==> config.mk <==
export PLATFORM = sky130hd
export DESIGN_NAME = jtag_cmd_arb
export DESIGN_NICKNAME = d
export VERILOG_FILES = /design/src/rtl/jtag_cmd_arb.sv
export SDC_FILE = /design/constraint.sdc
export NUM_CORES = 1
export LEC_CHECK = 0
export CAP_MARGIN = 20
export CORE_UTILIZATION = 39
export DETAILED_ROUTE_END_ITERATION = 8
export PLACE_DENSITY = 0.74
export SLEW_MARGIN = 20
export SYNTH_ARGS = -nofsm -noshare
export SYNTH_HDL_FRONTEND = slang
export SYNTH_SLANG_ARGS = --single-unit
==> constraint.sdc <==
create_clock -name FASTCLK -period 2.2 [get_ports FASTCLK]
set_input_delay 0.44 -clock FASTCLK [delete_from_list [all_inputs] [get_ports FASTCLK]]
set_output_delay 0.44 -clock FASTCLK [all_outputs]
set_load 0.03 [all_outputs]
==> src/rtl/jtag_cmd_arb.sv <==
// jtag_cmd_arb
// Two-port command arbiter and sequencer for the JTAG shift engine.
// Port 0 (VME slave) has fixed priority. Port 1 (configuration loader) is
// forced through after MAX_CONSEC back-to-back port-0 grants made while it
// was waiting. Each granted command runs through SETUP -> STRB -> WAIT_DT ->
// REL -> DONE. DONE issues a one-cycle ACK, with ERR set if the DTACK or
// busy-release wait timed out.
//
// Ports
//   FASTCLK, clr_pload      clock, async active-high reset
//   SLOWCLK_EN              engine slow-clock edge enable
//   REQ0/1, CMD0/1, DIN0/1  requester side
//   DTACK_B, JBUSY_B, JDOUT engine handshake and read-back
//   COMMAND, INDATA         command/data presented to the engine
//   STROBE, STRBCE          engine strobe and one-cycle strobe-edge enable
//   ACK0/1, ERR             completion pulses
//   RDATA                   TDO read-back from the last opcode-5 command
//   GNT, ARB_BUSY           granted port index, busy from grant through ACK
module jtag_cmd_arb #(
  parameter int               TMO_W      = 16,
  parameter logic [TMO_W-1:0] TMO_MAX    = 16'hFFF0,
  parameter int               MAX_CONSEC = 4
) (
  input  logic        FASTCLK,
  input  logic        clr_pload,
  input  logic        SLOWCLK_EN,
  input  logic        REQ0,
  input  logic        REQ1,
  input  logic [9:0]  CMD0,
  input  logic [9:0]  CMD1,
  input  logic [15:0] DIN0,
  input  logic [15:0] DIN1,
  input  logic        DTACK_B,
  input  logic        JBUSY_B,
  input  logic [15:0] JDOUT,
  output logic [9:0]  COMMAND,
  output logic [15:0] INDATA,
  output logic        STROBE,
  output logic        STRBCE,
  output logic        ACK0,
  output logic        ACK1,
  output logic        ERR,
  output logic [15:0] RDATA,
  output logic        GNT,
  output logic        ARB_BUSY
);

  typedef enum logic [2:0] {IDLE, SETUP, STRB, WAIT_DT, REL, DONE} state_t;

  localparam logic [2:0]       MAXC     = 3'(MAX_CONSEC);
  localparam logic [TMO_W-1:0] TMO_LAST = TMO_MAX - 1'b1;

  state_t           state;
  logic [2:0]       consec;
  logic [TMO_W-1:0] tmo;
  logic             hi_seen;  // JBUSY_B was high on the previous SLOWCLK_EN
  logic             err_lat;

  logic tmo_hit, win1, rel_ok;

  // Counter starts at 0 on state entry, so hitting TMO_MAX-1 means the
  // current cycle is the TMO_MAX-th one spent in the state.
  assign tmo_hit = (tmo >= TMO_LAST);
  assign win1    = REQ1 & (~REQ0 | (consec == MAXC));
  assign rel_ok  = SLOWCLK_EN & JBUSY_B & hi_seen;

  always_ff @(posedge FASTCLK or posedge clr_pload) begin
    if (clr_pload) begin
      state    <= IDLE;
      consec   <= '0;
      tmo      <= '0;
      hi_seen  <= 1'b0;
      err_lat  <= 1'b0;
      COMMAND  <= '0;
      INDATA   <= '0;
      STROBE   <= 1'b0;
      STRBCE   <= 1'b0;
      ACK0     <= 1'b0;
      ACK1     <= 1'b0;
      ERR      <= 1'b0;
      RDATA    <= '0;
      GNT      <= 1'b0;
      ARB_BUSY <= 1'b0;
    end else begin
      STRBCE <= 1'b0;
      ACK0   <= 1'b0;
      ACK1   <= 1'b0;
      ERR    <= 1'b0;
      case (state)
        IDLE: begin
          if (!REQ1) consec <= '0;
          if (REQ0 | REQ1) begin
            GNT      <= win1;
            ARB_BUSY <= 1'b1;
            err_lat  <= 1'b0;
            COMMAND  <= win1 ? CMD1 : CMD0;
            INDATA   <= win1 ? DIN1 : DIN0;
            if (win1) consec <= '0;
            else if (REQ1 && consec != 3'd7) consec <= consec + 1'b1;
            state <= SETUP;
          end
        end
        SETUP: begin
          STROBE <= 1'b1;
          STRBCE <= 1'b1;
          state  <= STRB;
        end
        STRB: begin
          tmo   <= '0;
          state <= WAIT_DT;
        end
        WAIT_DT: begin
          if (!DTACK_B || tmo_hit) begin
            if (!DTACK_B && COMMAND[5:0] == 6'd5) RDATA <= JDOUT;
            if (DTACK_B) err_lat <= 1'b1;
            STROBE  <= 1'b0;
            tmo     <= '0;
            hi_seen <= 1'b0;
            state   <= REL;
          end else if (tmo != '1) begin
            tmo <= tmo + 1'b1;
          end
        end
        REL: begin
          if (rel_ok || tmo_hit) begin
            ACK0  <= ~GNT;
            ACK1  <= GNT;
            ERR   <= err_lat | (tmo_hit & ~rel_ok);
            state <= DONE;
          end else begin
            if (tmo != '1) tmo <= tmo + 1'b1;
            if (SLOWCLK_EN) hi_seen <= JBUSY_B;
          end
        end
        DONE: begin
          ARB_BUSY <= 1'b0;
          state    <= IDLE;
        end
        default: state <= IDLE;
      endcase
    end
  end

endmodule
=== Word level (Yosys, flattened, before mapping) ===
Cells that the tools add are included.

* Add/subtract/negate cells: 2
* Magnitude comparators: 1
* Eq/ne operators: 15
* Multiplexer cells: 32
* Bitwise logic cells: 10
* Reduce and logical (&&, ||, !) cells: 19

{| class="wikitable"
|+ Operators with widths
! kind !! number
|-
| 2-to-1 mux 16 bit || 4
|-
| one-hot mux 16 bit (3 select lines) || 1
|-
| 2-to-1 mux 3 bit || 7
|-
| adder 16 x 1 -> 16 bit (second input constant) || 1
|-
| >= comparator 16 bit (second input constant) || 1
|-
| inequality test 16 bit (second input constant) || 1
|-
| one-hot mux 3 bit (5 select lines) || 1
|-
| 2-to-1 mux 1 bit || 14
|-
| inequality test 2 bit (second input constant) || 6
|-
| 2-to-1 mux 10 bit || 1
|-
| equality test 3 bit (second input constant) || 3
|-
| one-hot mux 1 bit (2 select lines) || 4
|-
| AND reduction 2 bit || 4
|-
| AND reduction 4 bit || 2
|-
| nonzero test 2 bit || 4
|-
| equality test 3 x 2 -> 1 bit (second input constant) || 2
|-
| equality test 6 x 3 -> 1 bit (second input constant) || 1
|-
| AND reduction 3 bit || 2
|-
| AND 1 bit || 4
|-
| adder 3 x 1 -> 3 bit (second input constant) || 1
|-
| equality test 3 x 1 -> 1 bit (second input constant) || 1
|-
| logical NOT 3 bit || 1
|-
| inequality test 3 bit (second input constant) || 1
|-
| NOT 1 bit || 3
|-
| 5 further kinds || 9
|}

* Flip-flop bits (word level): 73
* Bits of input ports: 75
* Output and inout bits: 49
* Word-level logic and storage cells: 94

=== Logic depth before layout (Yosys ltp) ===
* Depth in word-level cells: 7
* Gate-level depth with buffers: 8
* Gate-level depth less buffers: 7

=== Worst setup path before layout ===
Ideal clock, no wire load.

* Path kind: register to register
* Start: register state[1]
* End: register tmo[3]
* Setup time: 0.073 ns
* Arrival: 1.717 ns
* Required time: 2.127 ns
* Path slack: 0.410 ns
* Stages on the path, launching flop included: 8
* Buffers on the path: 2
* Clock period less this slack: 1.790 ns
* Path through: dfrtp_1 > buf_6 > nor3b_4 > a21o_4 > o21ai_4 > buf_6 > or4_4 > a21oi_2

* Cells in the longest elaborated chain, start to end: 3
* Elaborated cells on any way between the ends: 7
* Classes of those cells: eq/ne (4); mux (1); reduce/logical (2)

{| class="wikitable"
|+ Ends and longest elaborated chain
! what !! line !! source
|-
| start: declaration || 53 || <nowiki>state_t state;</nowiki>
|-
| start signal: assignment || 69 || <nowiki>state <= IDLE;</nowiki>
|-
| start signal: assignment || 100 || <nowiki>state <= SETUP;</nowiki>
|-
| start signal: assignment || 106 || <nowiki>state <= STRB;</nowiki>
|-
| equality test 3 bit or equality test 3 x 2 -> 1 bit (tied branches) || 89 || <nowiki>case (state)</nowiki>
|-
| inequality test 2 bit (no source line) or nonzero test 3 bit (tied branches) || n/a ||
|-
| AND reduction 2 bit (no source line) || n/a ||
|-
| end signal: assignment || 121 || <nowiki>tmo <= tmo + 1'b1;</nowiki>
|-
| end signal: assignment || 131 || <nowiki>if (tmo != '1) tmo <= tmo + 1'b1;</nowiki>
|-
| end: declaration || 55 || <nowiki>logic [TMO_W-1:0] tmo;</nowiki>
|}

Parallel ways exist; a longest one is shown, timed or not.
A chain may end at the register's enable or synchronous reset.

=== Worst setup path in the final report ===
* Start: register state[2]
* End: register tmo[6]

The elaborated chain is that of the path after synthesis.

==> impl_metrics.toml <==
[setup_path]
required_ns = 2.47
crit_buf_inv = 0
crit_path_start_kind = "flip-flop"
endpoint_kind = "flip-flop"
cpMaxStageDelayCell = "or4_4"
path_cells = "nor3b_4 -> a21o_4 -> o21ai_4 -> or4_4 -> a21oi_2"
arrival_ns = 2.20
crit_family = "simple AND/OR/NAND/NOR gates"
max_stage_delay_ns = 0.55
critical_path_class = "reg2reg"
critPathMaxFanout = 23

[synthesis]
yosys_warnings = 0
synthesis.area_um2 = 3490
yosysMostFrequentCell = "dfrtp_1"
syn_avg_cell_area_um2 = 10.5
syn-num-nets = 412
synth_top_area_share = 0.523
netlist_top_cells_area = "dfrtp_1, a22oi_1, mux2_2"
synth_top_area_cell = "dfrtp_1"
synth_cells = 333
synthFlopType = "dfrtp_1"
async_flop_share = 1.00
seq_area_frac_synth = 0.523
synth-edff-count = 0
ys_types = 48
synth-seq-cells = 73
synthTopCellsByCount = "dfrtp_1, nand2_1, o21ai_0"

[clock_network]
cts_buffer_depth = 2
post-cts-setup-buffer-count = 0
cts_tree = "done"
holdBufCountCts = 0
clockRootBuffer = "clkbuf_8"
cts_buffers = 9
clk_latency_ns = 0.34
htree_levels = 3
clkTransAtPathRegs_ns = 0.07
cts.sinks = 73
post_cts_resized = 0

[placed_design]
portBuffers = 123
gp_congestion = 0.845
dp_hpwl_mm = 6.36

[flow_run]
maxCapViolations = 0

[grt]
antenna_found_initial = 0
grt_pass1_wl_mm = 14.5
grt_pass1_vias = 3021
grtUsageTotal = 0.191
grt_max_degree = 56
grt_overflow_total = 0

[power]
seqPwrFrac = 0.332
combPwrFrac = 0.475
powerDensity_nw_per_um2 = 1270
p_leak_nw = 2.17
ir_drop_uv = 558
internal_power_mw = 3.87
switching_share = 0.399
power_frac_clock = 0.193
p_switching_mw = 2.57

[cells_and_area]
areaGrowthSynthToFinish_pct = 45.7
diodes = 0
drive_above_1_share = 0.129
fin_util = 0.587
nFillCells = 757
nets = 538

[sta]
setup-violations-final = 0
fin_crit_ns = 1.94
max_freq_ghz = 0.516
tightest_slew_ns = 0.507
rsz0062_at_grt = "false"
finalMaxSlewViolations = 0
hold_viol_final = 0
setup-tns-final_ns = 0
finalCritPeriodShare = 0.880
clock_skew_ns = 0.00847
max-slew-margin-rel = 0.661

[routing]
postRouteWirelength_mm = 8.64
route.detailed.drc = 0
vias_per_cell = 5.36
firstDrtPassIters = 4
ant_nets = 0
vias = 3065
avgRoutedWirePerCell_um = 15.1
drt_iter0_markers = 119

[die]
die_h_um = 96.6
die-area_um2 = 9340
row_count = 34
die_x_um = 96.6
core_area_um2 = 8680
initial_core_util = 0.403
ios = 124

[run_status]
status = "completed"

[min_path]
hold_path.class = "in2async"
-- power groups by stage --
stage / sequential (mW) / combinational [mW] / clock, mW
3_3_place_gp: 2.15 / 3.03 / 0
3_5_place_dp: 2.17 / 3.08 / 0
6_report: 2.14 / 3.06 / 1.24
5_1_grt: 2.21 / 3.30 / 1.34
2_1_floorplan: 2.88 / 1.11 / 0
4_1_cts: 2.15 / 3.09 / 1.27
-- cell families (layout without fill, tap and decap cells) --
kind of cell	count (synthesis)	after routing	share of synthesized area
and+or+nand+nor	107	107	0.173
AOI/OAI and AO/OA	101	101	0.188
DFF	73	73	0.523
buffers and inverters	28	159	0.0390
muxes	17	17	0.0544
adders and majority gates	4	4	0.0143
xor gates and xnor gates	3	3	0.00752
-- final timing paths --
path / start / to / slack, ns / depth (start not counted)
setup / recovery: state[2]$_DFFE_PP0P_ / tmo[6]$_DFFE_PP0P_ / 0.26 / 5
hold / removal: clr_pload / RDATA[13]$_DFFE_PP0P_ / 0.46 / 2
setup reg to reg: state[2]$_DFFE_PP0P_ / tmo[6]$_DFFE_PP0P_ / 0.26 / 5
hold reg to reg: STROBE$_DFFE_PP0P_ / STROBE$_DFFE_PP0P_ / 0.48 / 1
max in group asynchronous: clr_pload / COMMAND[2]$_DFFE_PP0P_ / 1.11 / 3
min in group FASTCLK: STROBE$_DFFE_PP0P_ / STROBE$_DFFE_PP0P_ / 0.48 / 1
-- layer usage --
layer / vias up / part of all wire / global-route usage
li1: 1472 / - / -
met1: 1451 / 0.43 / 0.241
met2: 123 / 0.47 / 0.303
met3: 19 / 0.080 / 0.0578
met4: 0 / 0.024 / 0.0850
met5: - / 0 / 0
-- stage by stage --
step	area [um2]	setup WS (ns)	hold slack (ns)	total power, mW	cells
after floorplan	3500	0.410	0.451	3.99	333
after global placement	4860	0.100	0.461	5.18	556
after detailed placement	4860	0.0195	0.467	5.25	556
after CTS	5090	0.255	0.465	6.51	572
after global routing	5090	0.112	0.497	6.84	572
final	5090	0.263	0.463	6.45	572
-- sequential cells by signal (all words and copies together), names as in the netlist --
name / cells
INDATA: 16
state: 3
err_lat: 1
STRBCE: 1
STROBE: 1
ACK0: 1
GNT: 1
tmo: 16
RDATA: 16
consec: 3
hi_seen: 1
COMMAND: 10
ERR: 1
ARB_BUSY: 1
ACK1: 1
-- cell usage in the layout, fill, tap and decap left out, types with 2 or more instances in the layout --
| cell type | count |
|---|---|
| nor3_1 | 6 |
| nand2_1 | 38 |
| o21a_1 | 2 |
| o21ai_0 | 33 |
| nor2_1 | 10 |
| inv_1 | 9 |
| a21oi_1 | 14 |
| nor4_2 | 2 |
| o31ai_1 | 9 |
| or3_1 | 3 |
| dfrtp_1 | 73 |
| bufinv_16 | 3 |
| a31oi_1 | 4 |
| and4_1 | 2 |
| nand4_1 | 4 |
| xor2_1 | 2 |
| buf_4 | 9 |
| ha_1 | 4 |
| and2_1 | 3 |
| o22ai_1 | 2 |
| or4_4 | 3 |
| a22o_1 | 3 |
| a21oi_2 | 3 |
| mux2_2 | 16 |
| a22oi_1 | 26 |
| clkdlybuf4s50_1 | 123 |
| or4_1 | 6 |
| clkbuf_8 | 9 |
| nand3_1 | 14 |
| clkbuf_1 | 2 |
| nand2b_1 | 2 |
| and3_1 | 4 |
-- cell type report --
cell class                      instances  area, um2  share of cell area
Sequential cell                        73       1830               0.359
Clock inverter                          5        104              0.0204
Tap cell                              108        135              0.0265
Clock buffer                           11        131              0.0258
Timing Repair Buffer                  133       1320               0.259
Inverter                               10       41.3             0.00811
Multi-Input combinational cell        232       1530               0.301
Power figures use the tool's default switching activity.
